--- config.mk ---
export PLATFORM = sky130hd
export DESIGN_NAME = uart_rx
export DESIGN_NICKNAME = d
export VERILOG_FILES = /design/src/rtl/uart_rx.sv
export SDC_FILE = /design/constraint.sdc
export NUM_CORES = 1
export LEC_CHECK = 0
export BUFFER_PORTS_ARGS = -buffer_cell sky130_fd_sc_hd__buf_2
export CORE_UTILIZATION = 51
export DETAILED_ROUTE_END_ITERATION = 10
export HOLD_SLACK_MARGIN = 0.02
export PLACE_DENSITY = 0.82
export RECOVER_POWER = 50
export SKIP_CTS_REPAIR_TIMING = 1
export SKIP_LAST_GASP = 1
export SYNTH_ARGS = -nofsm -noshare
export SYNTH_HDL_FRONTEND = slang
export SYNTH_SLANG_ARGS = --single-unit
--- constraint.sdc ---
create_clock -name clk -period 1.6 [get_ports clk]
set_input_delay 0.24 -clock clk [delete_from_list [all_inputs] [get_ports clk]]
set_output_delay 0.24 -clock clk [all_outputs]
set_load 0.01 [all_outputs]
--- src/rtl/uart_rx.sv ---
// uart_rx: 8N1 serial frame receiver.
// The line is double-flopped into rx_s. A falling rx_s seen in IDLE is the
// reference edge E0. Every bit is then sampled at its centre by a clock-count
// timer: H cycles after E0 for the start bit, then one bit period later for
// each data bit and for the stop bit. Good frames load data and pulse
// data_valid. A zero stop bit pulses frame_err, and the receiver then waits in
// BREAK for the line to return high.
module uart_rx #(
   parameter int CLKS_PER_BIT = 16
) (
   input  logic       clk,
   input  logic       rst,
   input  logic       rx,
   output logic [7:0] data,
   output logic       data_valid,
   output logic       frame_err,
   output logic       busy
);

   localparam int H  = CLKS_PER_BIT / 2;
   localparam int TW = $clog2(CLKS_PER_BIT);

   // Timer values seen on the sampling edges. The timer reads 0 on the edge
   // that enters a state, so a count of N cycles ends when it reads N-1.
   localparam logic [TW-1:0] MID_LAST = TW'(H - 1);
   localparam logic [TW-1:0] BIT_LAST = TW'(CLKS_PER_BIT - 1);

   if ((CLKS_PER_BIT < 4) || (CLKS_PER_BIT > 65535)) begin : g_bad_cpb
      $error("uart_rx: CLKS_PER_BIT must lie in 4..65535");
   end

   typedef enum logic [2:0] {
      ST_IDLE  = 3'd0,
      ST_START = 3'd1,
      ST_DATA  = 3'd2,
      ST_STOP  = 3'd3,
      ST_BRK   = 3'd4
   } state_t;

   state_t          state_r, state_s;
   logic            rx_meta_r;
   logic            rx_s;
   logic [TW-1:0]   timer_r, timer_s;
   logic [2:0]      idx_r, idx_s;
   logic [7:0]      shift_r, shift_s;
   logic [7:0]      data_s;
   logic            valid_s;
   logic            ferr_s;

   // Next-state, bit timer, bit index, shift register and strobe decode.
   always_comb begin
      state_s = state_r;
      timer_s = timer_r + {{(TW-1){1'b0}}, 1'b1};
      idx_s   = idx_r;
      shift_s = shift_r;
      data_s  = data;
      valid_s = 1'b0;
      ferr_s  = 1'b0;
      case (state_r)
         ST_IDLE: begin
            timer_s = {TW{1'b0}};
            idx_s   = 3'd0;
            if (rx_s == 1'b0) begin
               state_s = ST_START;
            end else begin
               state_s = ST_IDLE;
            end
         end
         ST_START: begin
            if (timer_r == MID_LAST) begin
               timer_s = {TW{1'b0}};
               if (rx_s == 1'b0) begin
                  state_s = ST_DATA;
               end else begin
                  state_s = ST_IDLE;
               end
            end else begin
               state_s = ST_START;
            end
         end
         ST_DATA: begin
            if (timer_r == BIT_LAST) begin
               timer_s = {TW{1'b0}};
               shift_s = {rx_s, shift_r[7:1]};
               if (idx_r == 3'd7) begin
                  idx_s   = 3'd0;
                  state_s = ST_STOP;
               end else begin
                  idx_s   = idx_r + 3'd1;
               end
            end else begin
               state_s = ST_DATA;
            end
         end
         ST_STOP: begin
            if (timer_r == BIT_LAST) begin
               timer_s = {TW{1'b0}};
               if (rx_s == 1'b1) begin
                  data_s  = shift_r;
                  valid_s = 1'b1;
                  state_s = ST_IDLE;
               end else begin
                  ferr_s  = 1'b1;
                  state_s = ST_BRK;
               end
            end else begin
               state_s = ST_STOP;
            end
         end
         ST_BRK: begin
            // A line held low must go high again before a new start is armed.
            timer_s = {TW{1'b0}};
            if (rx_s == 1'b1) begin
               state_s = ST_IDLE;
            end else begin
               state_s = ST_BRK;
            end
         end
         default: begin
            state_s = ST_IDLE;
            timer_s = {TW{1'b0}};
            idx_s   = 3'd0;
         end
      endcase
   end

   // Synchroniser, FSM state and registered outputs.
   always_ff @(posedge clk or posedge rst) begin
      if (rst) begin
         rx_meta_r  <= 1'b1;
         rx_s       <= 1'b1;
         state_r    <= ST_IDLE;
         timer_r    <= {TW{1'b0}};
         idx_r      <= 3'd0;
         shift_r    <= 8'h00;
         data       <= 8'h00;
         data_valid <= 1'b0;
         frame_err  <= 1'b0;
         busy       <= 1'b0;
      end else begin
         rx_meta_r  <= rx;
         rx_s       <= rx_meta_r;
         state_r    <= state_s;
         timer_r    <= timer_s;
         idx_r      <= idx_s;
         shift_r    <= shift_s;
         data       <= data_s;
         data_valid <= valid_s;
         frame_err  <= ferr_s;
         busy       <= (state_s != ST_IDLE);
      end
   end

endmodule

* Yosys cells after proc, flatten, opt, wreduce, memory -nomap -nowiden
Index checks and enable logic that the tools add are counted.
** Operators by class
- $add $sub $neg :: 2
- Eq/ne operators :: 8
- Muxes and demuxes :: 20
- Bitwise operators :: 1
- Reduce and logical (&&, ||, !) cells :: 7
** Operator list (count)
- 2-to-1 mux 3 bit :: 7
- case mux 3 bit (5 select lines) :: 1
- 2-to-1 mux 4 bit :: 2
- case mux 4 bit (2 select lines) :: 1
- 2-to-1 mux 1 bit :: 7
- == test 3 x 2 -> 1 bit, second input constant :: 2
- == test 3 bit, second input constant :: 2
- case mux 3 bit (2 select lines) :: 1
- adder 4 x 1 -> 4 bit, second input constant :: 1
- == test 4 x 3 -> 1 bit, second input constant :: 1
- == test 4 bit, second input constant :: 1
- AND reduction 2 bit :: 2
- adder 3 x 1 -> 3 bit, second input constant :: 1
- == test 3 x 1 -> 1 bit, second input constant :: 1
- logical NOT 3 bit :: 1
- AND reduction 3 bit :: 1
- nonzero test 3 bit :: 1
- OR reduction 3 bit :: 1
- 2-to-1 mux 2 bit :: 1
- inequality test 2 bit, second input constant :: 1
- OR reduction 2 bit :: 1
- NOT 1 bit :: 1
** Storage, ports and cells
- Output and inout port bits :: 11
- Bits in registers :: 31
- Bits of input ports :: 3
- Logic and storage cells :: 48

* Depth between registers and ports, before layout
- Depth after elaboration :: 5
- Mapped depth :: 6
- Mapped depth without buffers :: 6

* Least setup slack after synthesis
Ideal clock, no wire load.
- Kind :: reg-to-reg
- From :: register timer_r[0]
- To :: register shift_r[0]
- Required time :: 1.475 ns
- Arrival :: 1.474 ns
- Library setup time :: 0.125 ns
- Period minus slack after synthesis :: 1.599 ns
- Path slack :: 0.001 ns
- Cell stages (with the launch flop) :: 5
- Buffers on the path :: 0
- Cells stage by stage :: dfrtp_1 -> ha_1 -> nand3_4 -> nor3_4 -> mux2_2
** On the way
- Cells in the longest elaborated chain, start to end :: 2
** Ends and longest elaborated chain
- from (decl) :: RTL line 43 : logic [TW-1:0] timer_r, timer_s;
- from (signal assigned) :: RTL line 133 : timer_r <= {TW{1'b0}};
- from (signal assigned) :: RTL line 144 : timer_r <= timer_s;
- == test 4 bit :: RTL line 82 : if (timer_r == BIT_LAST) begin
- AND reduction 2 bit (no line)
- to (signal assigned) :: RTL line 146 : shift_r <= shift_s;
- to (decl) :: RTL line 45 : logic [7:0] shift_r, shift_s;
Every way passes these cells.
A chain may end at the register's enable or synchronous reset.

* Worst setup path after layout
- From :: register timer_r[1]
- To :: register busy
** On the way
- Cells in the longest elaborated chain, start to end :: 4
- Elaborated cells between the ends (all ways) :: 7
- Classes of those cells :: eq/ne (2); mux (4); reduce/logical (1)
** Ends and longest elaborated chain
- == test 4 bit / == test 4 x 3 -> 1 bit (equally long branches) :: RTL line 82, 96, 70
- 2-to-1 mux 3 bit, on equally long branches :: RTL line 96, 70, 82
- case mux 3 bit (5 select lines) (*) :: RTL line 59 : case (state_r)
- via state_s[0] :: RTL line 40 : state_t state_r, state_s;
- nonzero test 3 bit (*) :: RTL line 150 : busy <= (state_s != ST_IDLE);
- to (signal assigned) :: RTL line 150
- to (decl) :: RTL line 17 : output logic busy
The timed path passes the listed nets; every way through them passes the cells marked *.

==> results.md <==
* Boundary pin count at 14
* Clock network power share at 26.8%
* Post-Route WL at 2.41 mm
* Cts bufs inserted at 5
* Gr ovfl total at 0
* Seq pwr share at 45.3%
* Pre-antenna DRT Iters at 8
* Worst path slowest cell: dfrtp_1
* Tightest Pin Transition at 0.715 ns
* Share of layout cells above drive strength 1 at 41.5%
* Number of global-route vias before repair at 836
* CP startpoint: timer_r[1]
* Worst reg2reg setup slack at 0.04 ns
* Post-synth top area share at 54.3%
* Syn Inst Count at 101
* CTS tree: yes
* WL/cell at 14.6 um
* GRT Util Overall at 20.1%
* Setup violations, final at 0
* Crit. End Element: flip-flop
* Final period util at 97.3%
* Mean Syn Cell Area at 13.2 sq um
* Worst IR drop on VDD at 1070 uV
* Vias at 887
* Ant diodes at 0
* ANT nets after route at 0
* Cell Area, Placed at 1500 sq um
* Final Wtd Congestion at 0.851
* CP endpoint: busy
* Fill cell count at 192
* Pwr dens at 1310 nW/um^2
* Die ar. at 2830 sq um
* Final core occ at 66.0%
* Vias per inst at 5.38
* First-pass GRT wire length at 3.77 mm
* CTS clk-pin slew, worst paths at 0.09 ns
* Hold WC Path Type: reg -> reg
* Worst-skew pair later-pin latency at 0.33 ns
* R2R Path Start: timer_r[1]
* Clock Sinks at 31
* Slowest stage delay, CP at 0.41 ns
* Crit path time final at 1.56 ns
* Design area at 1640 sq um
* Sw frac at 30.1%
* Yosys top cell by area: dfrtp_1
* Layout Skew at 0.0141 ns
* Post-synthesis sequential area ratio at 58.2%
* Power share of the combinational group at 27.9%
* Clk buf depth at 2
* Fin. Hold Viols at 0
* Internal at 0.00150 W
* Worst r2r dst: busy
* Crit path kind: reg -> reg
* Status: finished with violations
* Storage cell area at 778 sq um
* Synth unique cells at 34
* Register bit total from synthesis at 31
* Multi-input logic area at 546 sq um
* H-Tree Depth at 2
* Power, Total at 0.00214 W
* Initial Util at 53.9%
* Ranking of synthesized cells by area: dfrtp_1 54%, mux2_2 13%, dfstp_2 3.9%
* Largest net degree at the start of global routing at 32
* Synth warnings at 0
* Drc violations at 1
* Layout Nets at 140
* # rows at 18
* Maximum fanout along the worst path at 4
* Cell leakage power at 0.848 nW
* CP required at 1.81 ns
* Post-DP HPWL at 1.73 mm
* Core ar. at 2480 sq um
* Maxcap violations at 0
* Relative slew slack at 52.3%
* CP Launch Type: flip-flop
* Slew Viols, Final at 0
* Port Buf Inserts at 13
* Failing checks: DRC
* CP arrival at 1.76 ns
* Fmax at 0.642 GHz
* CP cell instances: ha_4, nand2_1, o211ai_1, nand4_2, or3_4
* Die W at 53.2 um
* Reg2Reg Depth at 5
* Post-synthesis cell area at 1340 sq um
* Area Overhead vs Synth at 22.4%
* Net Count, Synth at 107
* Antenna violations before repair at 0
* CTS Root Cell: clkbuf_4
* Iter 0 DRT Violations at 20
* Die height at 53.2 um
* Sw Pwr at 0.000646 W
-- cells in the final DEF, fill, tap and decap left out, types with 2 or more instances in the layout --
cell type / count
a21oi_1: 3
and2_1: 2
buf_2: 10
buf_4: 13
clkbuf_1: 5
clkbuf_4: 5
dfrtp_1: 29
dfstp_2: 2
dlygate4sd3_1: 2
ha_1: 2
inv_1: 4
mux2_2: 16
nand2_1: 5
nor2_1: 5
nor2b_1: 2
nor3_1: 2
o21ai_0: 5
-- per-stage QoR --
step	cells	setup TNS, ns	hold slack (ns)	setup slack (ns)
after floorplan	101	0	0.244	0.00146
after global placement	151	0	0.322	0.0541
after detailed placement	151	-0.0410	0.334	-0.0173
after CTS	159	-0.126	-0.0377	-0.0293
after global routing	165	-0.0268	0.367	-0.0268
final	165	0	0.361	0.0435
-- power groups by stage --
stage	combinational (W)	sequential [W]	clock (W)
floorplan	0.000332	0.000948	0
detailed placement	0.000462	0.000983	0
CTS	0.000465	0.000967	0.000592
finish	0.000598	0.000972	0.000576
global placement	0.000430	0.000977	0
global route	0.000663	0.000985	0.000617
-- cell type report --
class | count | share of cell area, %
clock buffer | 7 | 2.75
clock inverter | 1 | 1.84
inverter | 4 | 0.918
multi-input combinational | 63 | 33.4
sequential | 31 | 47.6
tap | 30 | 2.30
timing repair buffer | 29 | 11.2
-- flip-flops by register name (all words and copies together), names as in the netlist --
signal,count
frame_err,1
timer_r,4
shift_r,8
state_r,3
idx_r,3
rx_s,1
rx_meta_r,1
busy,1
data_valid,1
data,8
-- routing by layer --
layer	vias to the layer above	track usage (%)	part of all wire (%)
met5	-	0	0
met1	435	23.8	41
met4	0	13.6	1.9
met2	23	31.6	54
li1	424	-	-
met3	5	5.17	3.6
-- kinds of logic (layout without fill, tap and decap cells) --
group                      count (synthesis)  in the layout  synth area share (%)
and+or+nand+nor                           31             31                  17.0
xor gates and xnor gates                   2              2                  1.31
DFF                                       31             31                  58.2
AOI/OAI and AO/OA                         11             11                  4.87
adders and majority gates                  3              3                  2.81
muxes                                     16             16                  13.5
buffers and inverters                      7             41                  2.25
-- worst min path at each step --
stage,startpoint,to,slack [ns],cells after the start
detailed placement,rst,data[3],0.33,3
floorplan,rx,rx_meta_r,0.24,0
global route,rx_meta_r,rx_s,0.37,0
finish,rx_meta_r,rx_s,0.36,0
CTS,rst,data[3],-0.04,3
global placement,rst,data[3],0.32,3
-- synthesized netlist by cell type, drive strengths merged --
cell type,number
nand2b,2
a22oi,1
or2b,1
o21ai,5
ha,3
buf,1
nor4,1
dfstp,2
nor2b,2
nand4,2
nor3,3
or3,1
clkbuf,2
a21oi,3
nor2,6
nand3,2
and2,2
or4,1
and3b,1
nand3b,1
mux2,16
inv,4
xnor2,1
xor2,1
dfrtp,29
and4b,1
nand2,5
o211ai,1
a41o,1
-- critical path, delay by kind of cell (launching register included) --
family	cells	cell delay, ns
compound gates	1	0.27
flops	1	0.41
fa+ha+maj	1	0.18
simple gates	3	0.58
(Power assumes the default switching activity.)
